[config.mk]
export PLATFORM = sky130hd
export DESIGN_NAME = axis_rr_arbiter_flat
export DESIGN_NICKNAME = d
export VERILOG_FILES = /design/src/rtl/axis_rr_arbiter_if.sv /design/src/rtl/axis_rr_arbiter.sv /design/src/flat_wrapper.sv
export SDC_FILE = /design/constraint.sdc
export NUM_CORES = 1
export LEC_CHECK = 0
export BUFFER_PORTS_ARGS = -buffer_cell sky130_fd_sc_hd__buf_4
export CAP_MARGIN = 40
export CORE_AREA = 5 5 89 91
export CTS_CLUSTER_DIAMETER = 60
export CTS_CLUSTER_SIZE = 20
export DETAILED_ROUTE_END_ITERATION = 8
export DIE_AREA = 0 0 94 96
export HOLD_SLACK_MARGIN = 0.06
export PLACE_DENSITY = 0.62
export SYNTH_ARGS = -nofsm -noshare
export SYNTH_HDL_FRONTEND = slang
export SYNTH_SLANG_ARGS = --single-unit
[constraint.sdc]
create_clock -name aclk -period 2 [get_ports aclk]
set_clock_uncertainty 0.05 [all_clocks]
set_input_delay 0.4 -clock aclk [delete_from_list [all_inputs] [get_ports aclk]]
set_output_delay 0.4 -clock aclk [all_outputs]
set_load 0.005 [all_outputs]
[src/rtl/axis_rr_arbiter_if.sv]
// Bundle of the merged AXI4-Stream slave ports, the single master port and the
// grant/busy debug outputs of axis_rr_arbiter.
interface axis_rr_arbiter_if #(
    parameter int NUM_S = 4,
    parameter int N     = 4,
    parameter int I     = 1,
    parameter int D     = 1,
    parameter int U     = 1
);
    localparam int GW = $clog2(NUM_S);

    logic [NUM_S-1:0]     s_tvalid;
    logic [NUM_S-1:0]     s_tready;
    logic [NUM_S*8*N-1:0] s_tdata;
    logic [NUM_S*N-1:0]   s_tstrb;
    logic [NUM_S*N-1:0]   s_tkeep;
    logic [NUM_S-1:0]     s_tlast;
    logic [NUM_S*I-1:0]   s_tid;
    logic [NUM_S*D-1:0]   s_tdest;
    logic [NUM_S*U-1:0]   s_tuser;

    logic                 m_tvalid;
    logic                 m_tready;
    logic [8*N-1:0]       m_tdata;
    logic [N-1:0]         m_tstrb;
    logic [N-1:0]         m_tkeep;
    logic                 m_tlast;
    logic [I-1:0]         m_tid;
    logic [D-1:0]         m_tdest;
    logic [U-1:0]         m_tuser;

    logic [GW-1:0]        grant;
    logic                 busy;

    // Arbiter side: consumes the slave streams, drives the merged stream.
    modport master (
        input  s_tvalid, s_tdata, s_tstrb, s_tkeep, s_tlast, s_tid, s_tdest, s_tuser,
        input  m_tready,
        output s_tready,
        output m_tvalid, m_tdata, m_tstrb, m_tkeep, m_tlast, m_tid, m_tdest, m_tuser,
        output grant, busy
    );

    // Environment side: sources the slave streams, sinks the merged stream.
    modport slave (
        output s_tvalid, s_tdata, s_tstrb, s_tkeep, s_tlast, s_tid, s_tdest, s_tuser,
        output m_tready,
        input  s_tready,
        input  m_tvalid, m_tdata, m_tstrb, m_tkeep, m_tlast, m_tid, m_tdest, m_tuser,
        input  grant, busy
    );
endinterface

[src/rtl/axis_rr_arbiter.sv]
// Packet-level round-robin AXI4-Stream arbiter, NUM_S slaves onto one master.
// Define AXIS_RR_ARBITER_OUT_REG_EN to register the master port through a skid slice.
module axis_rr_arbiter #(
    parameter int NUM_S = 4,
    parameter int N     = 4,
    parameter int I     = 1,
    parameter int D     = 1,
    parameter int U     = 1
) (
    input  logic              aclk,
    input  logic              aresetn,
    axis_rr_arbiter_if.master bus
);
    localparam int GW = $clog2(NUM_S);
    localparam int DW = 8 * N;
    localparam int BW = DW + 2 * N + 1 + I + D + U;

    typedef enum logic {IDLE, BUSY} state_t;

    state_t        state, state_nxt;
    logic [GW-1:0] grant_q, grant_nxt;
    logic [GW-1:0] ptr_q, ptr_nxt;
    logic [GW-1:0] winner, cand;
    logic          found;
    logic [BW-1:0] sel_beat;
    logic          sel_valid, sel_last, sel_ready, accept;

    // First requester strictly after the last-granted port, wrapping modulo NUM_S.
    always_comb begin
        winner = '0;
        found  = 1'b0;
        cand   = '0;
        for (int k = 1; k <= NUM_S; k++) begin
            cand = GW'((int'(ptr_q) + k) % NUM_S);
            if (!found && bus.s_tvalid[cand]) begin
                found  = 1'b1;
                winner = cand;
            end
        end
    end

    always_comb begin
        sel_valid = (state == BUSY) && bus.s_tvalid[grant_q];
        sel_last  = bus.s_tlast[grant_q];
        sel_beat  = {bus.s_tdata[grant_q*DW +: DW],
                     bus.s_tstrb[grant_q*N +: N],
                     bus.s_tkeep[grant_q*N +: N],
                     bus.s_tlast[grant_q],
                     bus.s_tid[grant_q*I +: I],
                     bus.s_tdest[grant_q*D +: D],
                     bus.s_tuser[grant_q*U +: U]};
    end

    assign accept = sel_valid && sel_ready;

    always_comb begin
        bus.s_tready = '0;
        if (state == BUSY) begin
            bus.s_tready[grant_q] = sel_ready;
        end
    end

    always_ff @(posedge aclk or negedge aresetn) begin
        if (!aresetn) begin
            state   <= IDLE;
            grant_q <= '0;
            ptr_q   <= GW'(NUM_S - 1);
        end else begin
            state   <= state_nxt;
            grant_q <= grant_nxt;
            ptr_q   <= ptr_nxt;
        end
    end

    always_comb begin
        state_nxt = state;
        grant_nxt = grant_q;
        ptr_nxt   = ptr_q;
        case (state)
            IDLE: begin
                if (found) begin
                    state_nxt = BUSY;
                    grant_nxt = winner;
                    ptr_nxt   = winner;
                end
            end
            BUSY: begin
                if (accept && sel_last) begin
                    state_nxt = IDLE;
                end
            end
            default: state_nxt = IDLE;
        endcase
    end

    assign bus.grant = grant_q;
    assign bus.busy  = (state == BUSY);

`ifdef AXIS_RR_ARBITER_OUT_REG_EN
    logic          out_valid, skid_valid;
    logic [BW-1:0] out_beat, skid_beat;

    // Upstream only sees ready while the skid entry is free, so a stall on
    // m_tready never loses the beat accepted in the same cycle.
    assign sel_ready = !skid_valid;

    always_ff @(posedge aclk or negedge aresetn) begin
        if (!aresetn) begin
            out_valid  <= 1'b0;
            skid_valid <= 1'b0;
            out_beat   <= '0;
            skid_beat  <= '0;
        end else if (!out_valid || bus.m_tready) begin
            if (skid_valid) begin
                out_beat   <= skid_beat;
                out_valid  <= 1'b1;
                skid_valid <= 1'b0;
            end else begin
                out_valid <= accept;
                if (accept) begin
                    out_beat <= sel_beat;
                end
            end
        end else if (accept) begin
            skid_beat  <= sel_beat;
            skid_valid <= 1'b1;
        end
    end

    assign bus.m_tvalid = out_valid;
    assign {bus.m_tdata, bus.m_tstrb, bus.m_tkeep, bus.m_tlast,
            bus.m_tid, bus.m_tdest, bus.m_tuser} = out_beat;
`else
    assign sel_ready    = bus.m_tready;
    assign bus.m_tvalid = sel_valid;
    assign {bus.m_tdata, bus.m_tstrb, bus.m_tkeep, bus.m_tlast,
            bus.m_tid, bus.m_tdest, bus.m_tuser} = sel_beat;
`endif

endmodule
[src/flat_wrapper.sv]
// flat-port wrapper written by rule: the top's interface ports become plain ports
module axis_rr_arbiter_flat 
#(
    parameter int NUM_S = 4,
    parameter int N     = 4,
    parameter int I     = 1,
    parameter int D     = 1,
    parameter int U     = 1
)
  (aclk, aresetn, bus_s_tvalid, bus_s_tdata, bus_s_tstrb, bus_s_tkeep, bus_s_tlast, bus_s_tid, bus_s_tdest, bus_s_tuser, bus_m_tready, bus_s_tready, bus_m_tvalid, bus_m_tdata, bus_m_tstrb, bus_m_tkeep, bus_m_tlast, bus_m_tid, bus_m_tdest, bus_m_tuser, bus_grant, bus_busy);
  axis_rr_arbiter_if #(.NUM_S(NUM_S), .N(N), .I(I), .D(D), .U(U)) bus_i ();
  input  logic aclk;
  input  logic aresetn;
  input wire logic [$bits(bus_i.s_tvalid)-1:0] bus_s_tvalid;
  input wire logic [$bits(bus_i.s_tdata)-1:0] bus_s_tdata;
  input wire logic [$bits(bus_i.s_tstrb)-1:0] bus_s_tstrb;
  input wire logic [$bits(bus_i.s_tkeep)-1:0] bus_s_tkeep;
  input wire logic [$bits(bus_i.s_tlast)-1:0] bus_s_tlast;
  input wire logic [$bits(bus_i.s_tid)-1:0] bus_s_tid;
  input wire logic [$bits(bus_i.s_tdest)-1:0] bus_s_tdest;
  input wire logic [$bits(bus_i.s_tuser)-1:0] bus_s_tuser;
  input wire logic [$bits(bus_i.m_tready)-1:0] bus_m_tready;
  output wire logic [$bits(bus_i.s_tready)-1:0] bus_s_tready;
  output wire logic [$bits(bus_i.m_tvalid)-1:0] bus_m_tvalid;
  output wire logic [$bits(bus_i.m_tdata)-1:0] bus_m_tdata;
  output wire logic [$bits(bus_i.m_tstrb)-1:0] bus_m_tstrb;
  output wire logic [$bits(bus_i.m_tkeep)-1:0] bus_m_tkeep;
  output wire logic [$bits(bus_i.m_tlast)-1:0] bus_m_tlast;
  output wire logic [$bits(bus_i.m_tid)-1:0] bus_m_tid;
  output wire logic [$bits(bus_i.m_tdest)-1:0] bus_m_tdest;
  output wire logic [$bits(bus_i.m_tuser)-1:0] bus_m_tuser;
  output wire logic [$bits(bus_i.grant)-1:0] bus_grant;
  output wire logic [$bits(bus_i.busy)-1:0] bus_busy;
  assign bus_i.s_tvalid = bus_s_tvalid;
  assign bus_i.s_tdata = bus_s_tdata;
  assign bus_i.s_tstrb = bus_s_tstrb;
  assign bus_i.s_tkeep = bus_s_tkeep;
  assign bus_i.s_tlast = bus_s_tlast;
  assign bus_i.s_tid = bus_s_tid;
  assign bus_i.s_tdest = bus_s_tdest;
  assign bus_i.s_tuser = bus_s_tuser;
  assign bus_i.m_tready = bus_m_tready;
  assign bus_s_tready = bus_i.s_tready;
  assign bus_m_tvalid = bus_i.m_tvalid;
  assign bus_m_tdata = bus_i.m_tdata;
  assign bus_m_tstrb = bus_i.m_tstrb;
  assign bus_m_tkeep = bus_i.m_tkeep;
  assign bus_m_tlast = bus_i.m_tlast;
  assign bus_m_tid = bus_i.m_tid;
  assign bus_m_tdest = bus_i.m_tdest;
  assign bus_m_tuser = bus_i.m_tuser;
  assign bus_grant = bus_i.grant;
  assign bus_busy = bus_i.busy;
  axis_rr_arbiter #(.NUM_S(NUM_S), .N(N), .I(I), .D(D), .U(U)) u_core (.aclk(aclk), .aresetn(aresetn), .bus(bus_i));
endmodule
==> results of run 1 <==
-- power by group --
group	leakage [nW]	internal (W)	switching, W
Clock	0.0228	0.000137	0.0000562
Combinational	1.63	0.00231	0.00117
Sequential	0.0519	0.000168	0.0000714
Total	1.71	0.00262	0.00130
-- per-stage QoR --
step / util / power (W) / setup TNS, ns / cell area, um2
global placement: 0.474 / 0.00322 / 0 / 3350
detailed placement: 0.474 / 0.00325 / 0 / 3350
global route: 0.511 / 0.00417 / -2.14 / 3610
floorplan: - / 0.00186 / 0 / 1470
finish: 0.511 / 0.00392 / -0.0341 / 3610
CTS: 0.502 / 0.00383 / -0.269 / 3540
-- registers in the layout, summed over array words and instances, names as in the netlist --
name,flops
u_core.ptr_q,2
u_core.bus.busy,1
u_core.bus.grant,2
-- worst paths after layout --
path | start | endpoint
worst min register to register | u_core.ptr_q[0] | u_core.ptr_q[0]
worst max register to register | u_core.bus.grant[0] | u_core.bus.busy
max in group asynchronous | aresetn | u_core.ptr_q[0]
min in group asynchronous | aresetn | u_core.bus.busy
worst min-delay path | bus_m_tready | u_core.bus.busy
worst max-delay path | u_core.bus.grant[0] | bus_m_tdata[11]
-- kinds of logic (layout without fill, tap and decap cells) --
family,Yosys count,after routing
AOI/OAI and AO/OA,12,12
DFF,5,5
buffers and inverters,15,252
and+or+nand+nor,16,16
muxes,46,46
-- layout make-up --
type / instances / area [um2] / area share
clock buffers: 4 / 45.0 / 0.0125
inverters: 3 / 11.3 / 0.00312
multi-input cells: 74 / 1210 / 0.335
flip-flops and latches: 5 / 130 / 0.0361
well taps: 99 / 124 / 0.0343
repair buffers: 245 / 2090 / 0.579
-- worst max-delay path, stage by stage (launching register included) --
cell	delay [ns]
dfrtp_2	0.38
buf_12	0.13
buf_12	0.16
mux4_2	0.53
buf_6	0.14
-- placed cells by master (no fill, tap or decap), drive strengths merged, types with 3 or more instances in the layout --
cell type / instances
clkbuf: 4
nor2: 3
mux4: 45
o21ai: 3
dfrtp: 3
inv: 3
buf: 243
-- timing repair --
item | 4_1_cts | 5_1_grt
hold endpoints to repair | 3 | 0
setup buffers | 2 | 1
endpoints found under the setup margin | 33 | 45
pin swaps | 0 | 0
cloned | 1 | 0
resized for setup | 27 | 16
hold buffers | 1 | 0
-- routing by layer --
layer / up-vias / share of wire / global-route usage
met5: - / 0 / 0
met4: 0 / 0.018 / 0.0469
met3: 11 / 0.086 / 0.0321
met2: 111 / 0.56 / 0.323
met1: 949 / 0.33 / 0.191
li1: 905 / - / -
==> results.py, run 1 <==
metrics = {
    "outcome": {
        "status": "complete, but fails checks",
        "violations": "negative setup slack",
    },
    "placement": {
        "gp_congestion": 0.849,
        "io_buffers": 234,
        "hpwl_um": 7380,
        "placed_cells": 421,
        "place_ws_ns": 0.155,
    },
    "sta": {
        "hold_viol": 0,
        "setup_slack_ns": -0.0116,
        "max_freq_mhz": 497,
        "holdWs_ns": 0.351,
        "slew_headroom": 0.665,
        "setup_violations": 6,
        "worstMarginPinSlew_ns": 0.498,
        "finalCritPeriodShare": 1.01,
        "rsz0062_at_grt": "true",
        "drv_slew": 0,
        "min_period_ns": 2.01,
    },
    "cells_and_area": {
        "layout.cells.non_filler": 430,
        "n_fill_cell": 672,
        "syn2layout_area_growth_pct": 146,
        "drive_gt1_frac": 0.909,
        "diodes": 0,
        "nNetsFinal": 515,
    },
    "detailed_routing": {
        "drcViolationCount": 0,
        "routed_wl_um": 8450,
        "wl_per_cell_um": 19.7,
        "route.vias.total": 1976,
        "ant_nets": 0,
        "drt-vias-per-instance": 4.60,
        "dr.pass1.iters": 4,
        "drtIter0Drc": 31,
    },
    "setup_path": {
        "reg2reg_slack_ns": 0.38,
        "critPathArrivalTime_ns": 1.56,
        "end_kind": "primary output",
        "critPathMaxFanout": 14,
        "r2r_cells": 5,
        "path_class": "flip-flop to primary output",
        "start_kind": "flip-flop",
        "cp_data_required_time_ns": 1.55,
    },
    "cts": {
        "cts.path.max_buffers": 2,
        "clkLatencyLatePin_ns": 0.23,
        "h-tree-depth": 1,
        "cts_buffers": 3,
        "clock-root-buffer": "clkbuf_8",
        "path_clk_slew_ns": 0.04,
        "clkSinkCount": 5,
        "cts_tree": "yes",
    },
    "yosys": {
        "async_flop_share": 1.00,
        "synthSimpleGateAreaFrac": 0.0588,
        "syn_area_um2": 1470,
        "synth.most_common_cell": "mux4_2",
        "synthMuxAreaShare": 0.705,
        "synth_top_flop_cell": "dfrtp_1",
        "synth_compound_area_frac": 0.0647,
        "synth-seq-cells": 5,
        "synth_top_area_share": 0.644,
        "synth_fa_ha_area_frac": 0,
        "synth_area_leaders": "mux4_2, mux4_1, dfrtp_1, buf_12, dfstp_2",
        "synth_top_family_by_area": "multiplexers",
        "yosysTopAreaCell": "mux4_2",
        "synth_area_per_cell_um2": 15.6,
        "ys_top_cells_by_count": "mux4_2, buf_2",
        "ys_warn_count": 0,
        "ys_seq_area_frac": 0.0869,
        "synthXorXnorAreaFrac": 0,
        "synth-edff-count": 0,
        "ys_types": 29,
        "syn_inst": 94,
        "syn_nets": 277,
    },
    "pwr": {
        "power_per_cell_area_nw_per_um2": 1090,
        "total_leakage_power_nw": 1.71,
        "vdd_drop_max_mv": 0.740,
    },
    "global_route": {
        "grt_pass1_vias": 2089,
        "grt_max_degree": 50,
        "grt_use_total": 0.169,
        "grt.overflow.total": 0,
        "grt_first_pass_wirelength_um": 11500,
        "antenna_found_initial": 0,
    },
    "hold_path": {
        "holdPathStages": 2,
        "holdCritPathClass": "primary input to flip-flop",
    },
    "floorplan": {
        "rows": 31,
        "coreArea_um2": 7060,
        "num_io_pins": 235,
        "design.die.area_um2": 9020,
        "fp.dieH_um": 96,
        "chipWidth_um": 94,
        "start_util": 0.208,
    },
    "flow_run": {
        "drv_cap": 0,
    },
}
No activity file was read; power rests on OpenSTA's default activity.
==> run 2, diff against run 1 <==
--- a/config.mk
+++ b/config.mk
@@ -7,13 +7,17 @@
 export LEC_CHECK = 0
 export BUFFER_PORTS_ARGS = -buffer_cell sky130_fd_sc_hd__buf_4
 export CAP_MARGIN = 40
-export CORE_AREA = 5 5 89 91
+export CELL_PAD_IN_SITES_DETAIL_PLACEMENT = 1
+export CELL_PAD_IN_SITES_GLOBAL_PLACEMENT = 2
+export CORE_MARGIN = 5
+export CORE_UTILIZATION = 13
 export CTS_CLUSTER_DIAMETER = 60
 export CTS_CLUSTER_SIZE = 20
 export DETAILED_ROUTE_END_ITERATION = 8
-export DIE_AREA = 0 0 94 96
 export HOLD_SLACK_MARGIN = 0.06
-export PLACE_DENSITY = 0.62
+export PLACE_DENSITY = 0.78
+export REMOVE_ABC_BUFFERS = 1
+export SLEW_MARGIN = 5
 export SYNTH_ARGS = -nofsm -noshare
 export SYNTH_HDL_FRONTEND = slang
 export SYNTH_SLANG_ARGS = --single-unit
==> results.py, run 2 (same netlist as run 1, synthesis figures left out) <==
metrics = {
    "outcome": {
        "status": "complete, but fails checks",
        "violations": "negative setup slack",
    },
    "cts": {
        "h-tree-depth": 1,
        "clock-root-buffer": "clkbuf_16",
        "cts_tree": "yes",
        "clkSinkCount": 5,
        "cts_buffers": 3,
        "path_clk_slew_ns": 0.03,
        "clkLatencyLatePin_ns": 0.23,
        "cts.path.max_buffers": 2,
    },
    "floorplan": {
        "rows": 38,
        "design.die.area_um2": 13500,
        "num_io_pins": 235,
        "start_util": 0.134,
        "coreArea_um2": 10900,
        "fp.dieH_um": 116,
        "chipWidth_um": 116,
    },
    "global_route": {
        "grt_use_total": 0.122,
        "grt_max_degree": 50,
        "grt_first_pass_wirelength_um": 12800,
        "grt_pass1_vias": 2234,
        "antenna_found_initial": 0,
        "grt.overflow.total": 0,
    },
    "sta": {
        "setup_slack_ns": -0.0665,
        "setup_violations": 45,
        "worstMarginPinSlew_ns": 0.368,
        "drv_slew": 0,
        "finalSetupTns_ns": -1.63,
        "rsz0062_at_grt": "true",
        "slew_headroom": 0.755,
        "max_freq_mhz": 484,
        "min_period_ns": 2.07,
        "finalCritPeriodShare": 1.03,
        "hold_viol": 0,
    },
    "detailed_routing": {
        "routed_wl_um": 9700,
        "dr.pass1.iters": 4,
        "wl_per_cell_um": 20.7,
        "ant_nets": 0,
        "drcViolationCount": 0,
        "drt-vias-per-instance": 4.29,
        "route.vias.total": 2013,
        "drtIter0Drc": 60,
    },
    "setup_path": {
        "critPathMaxFanout": 14,
        "critPathArrivalTime_ns": 1.62,
        "end_kind": "primary output",
        "path_class": "flip-flop to primary output",
        "start_kind": "flip-flop",
        "cp_data_required_time_ns": 1.55,
    },
    "pwr": {
        "combinationalPowerShare": 0.851,
        "intPower_w": 0.00270,
        "pwr-share-seq": 0.067,
        "p_clk_frac": 0.082,
        "p_switching_w": 0.00135,
        "vdd_drop_max_mv": 0.477,
        "total_leakage_power_nw": 1.71,
        "switching_share": 0.334,
        "power_per_cell_area_nw_per_um2": 1100,
    },
    "cells_and_area": {
        "mostFrequentLayoutCells": "buf_4, mux4_2, buf_6",
        "nNetsFinal": 513,
        "final_util": 0.337,
        "final_common_cell": "buf_4",
        "syn2layout_area_growth_pct": 151,
        "diodes": 0,
        "drive_gt1_frac": 0.909,
        "n_fill_cell": 1257,
    },
    "placement": {
        "io_buffers": 234,
        "hpwl_um": 8340,
        "gp_congestion": 0.748,
    },
    "flow_run": {
        "drv_cap": 0,
    },
    "hold_path": {
        "holdCritPathClass": "primary input to flip-flop",
    },
}
-- run 2: layer usage --
| metal | part of all wire | track usage |
|---|---|---|
| met3 | 0.13 | 0.0415 |
| met2 | 0.53 | 0.231 |
| met1 | 0.34 | 0.133 |
| met5 | 0 | 0 |
| met4 | 0.0073 | 0.0193 |
-- run 2: cell type report --
| cell class | instances | area [um2] | share of cell area |
|---|---|---|---|
| Clock buffer | 4 | 78.8 | 0.0214 |
| Multi-Input combinational cell | 74 | 1210 | 0.328 |
| Tap cell | 140 | 175 | 0.0476 |
| Timing Repair Buffer | 243 | 2080 | 0.564 |
| Inverter | 3 | 11.3 | 0.00306 |
| Sequential cell | 5 | 133 | 0.0360 |
-- run 2: stage by stage --
step	total power, W	hold slack (ns)	setup WS, ns	area [um2]	instances
CTS	0.00398	0.342	-0.0914	3610	465
global placement	0.00317	0.162	0.141	3360	460
floorplan	0.00170	0.0544	-1.06	1360	82
global route	0.00434	0.347	-0.123	3680	469
finish	0.00406	0.345	-0.0665	3680	469
detailed placement	0.00322	0.162	0.132	3360	460
-- run 2: final timing paths --
| check | slack (ns) | endpoint | startpoint | cells after the start |
|---|---|---|---|---|
| max in group asynchronous | 1.23 | u_core.ptr_q[1] | aresetn | 2 |
| worst min-delay path | 0.35 | u_core.bus.busy | bus_m_tready | 2 |
| worst max-delay path | -0.07 | bus_m_tdata[28] | u_core.bus.grant[0] | 3 |
| worst min register to register | 0.48 | u_core.ptr_q[0] | u_core.ptr_q[0] | 2 |
| worst max register to register | 0.42 | u_core.bus.busy | u_core.bus.grant[0] | 3 |
| min in group asynchronous | 0.47 | u_core.bus.grant[0] | aresetn | 2 |
-- run 2: power by group through the flow --
stage | Combinational [W] | Sequential [W] | Clock (W)
final | 0.00345 | 0.000274 | 0.000332
after global routing | 0.00371 | 0.000285 | 0.000344
after CTS | 0.00339 | 0.000254 | 0.000335
after detailed placement | 0.00297 | 0.000249 | 0
after floorplan | 0.00118 | 0.000518 | 0
after global placement | 0.00293 | 0.000246 | 0
-- run 2: critical path, stage by stage, from the launching register on --
cell	delay, ns
dfrtp_4	0.50
clkbuf_16	0.23
mux4_2	0.53
buf_6	0.13
-- run 2: what timing repair did --
action | 4_1_cts | 5_1_grt
endpoints found under the hold margin | 3 | 0
gates cloned | 0 | 2
resized for setup | 49 | 1
setup endpoints to repair | 42 | 45
hold buffers | 1 | 0
buffers inserted | 0 | 2
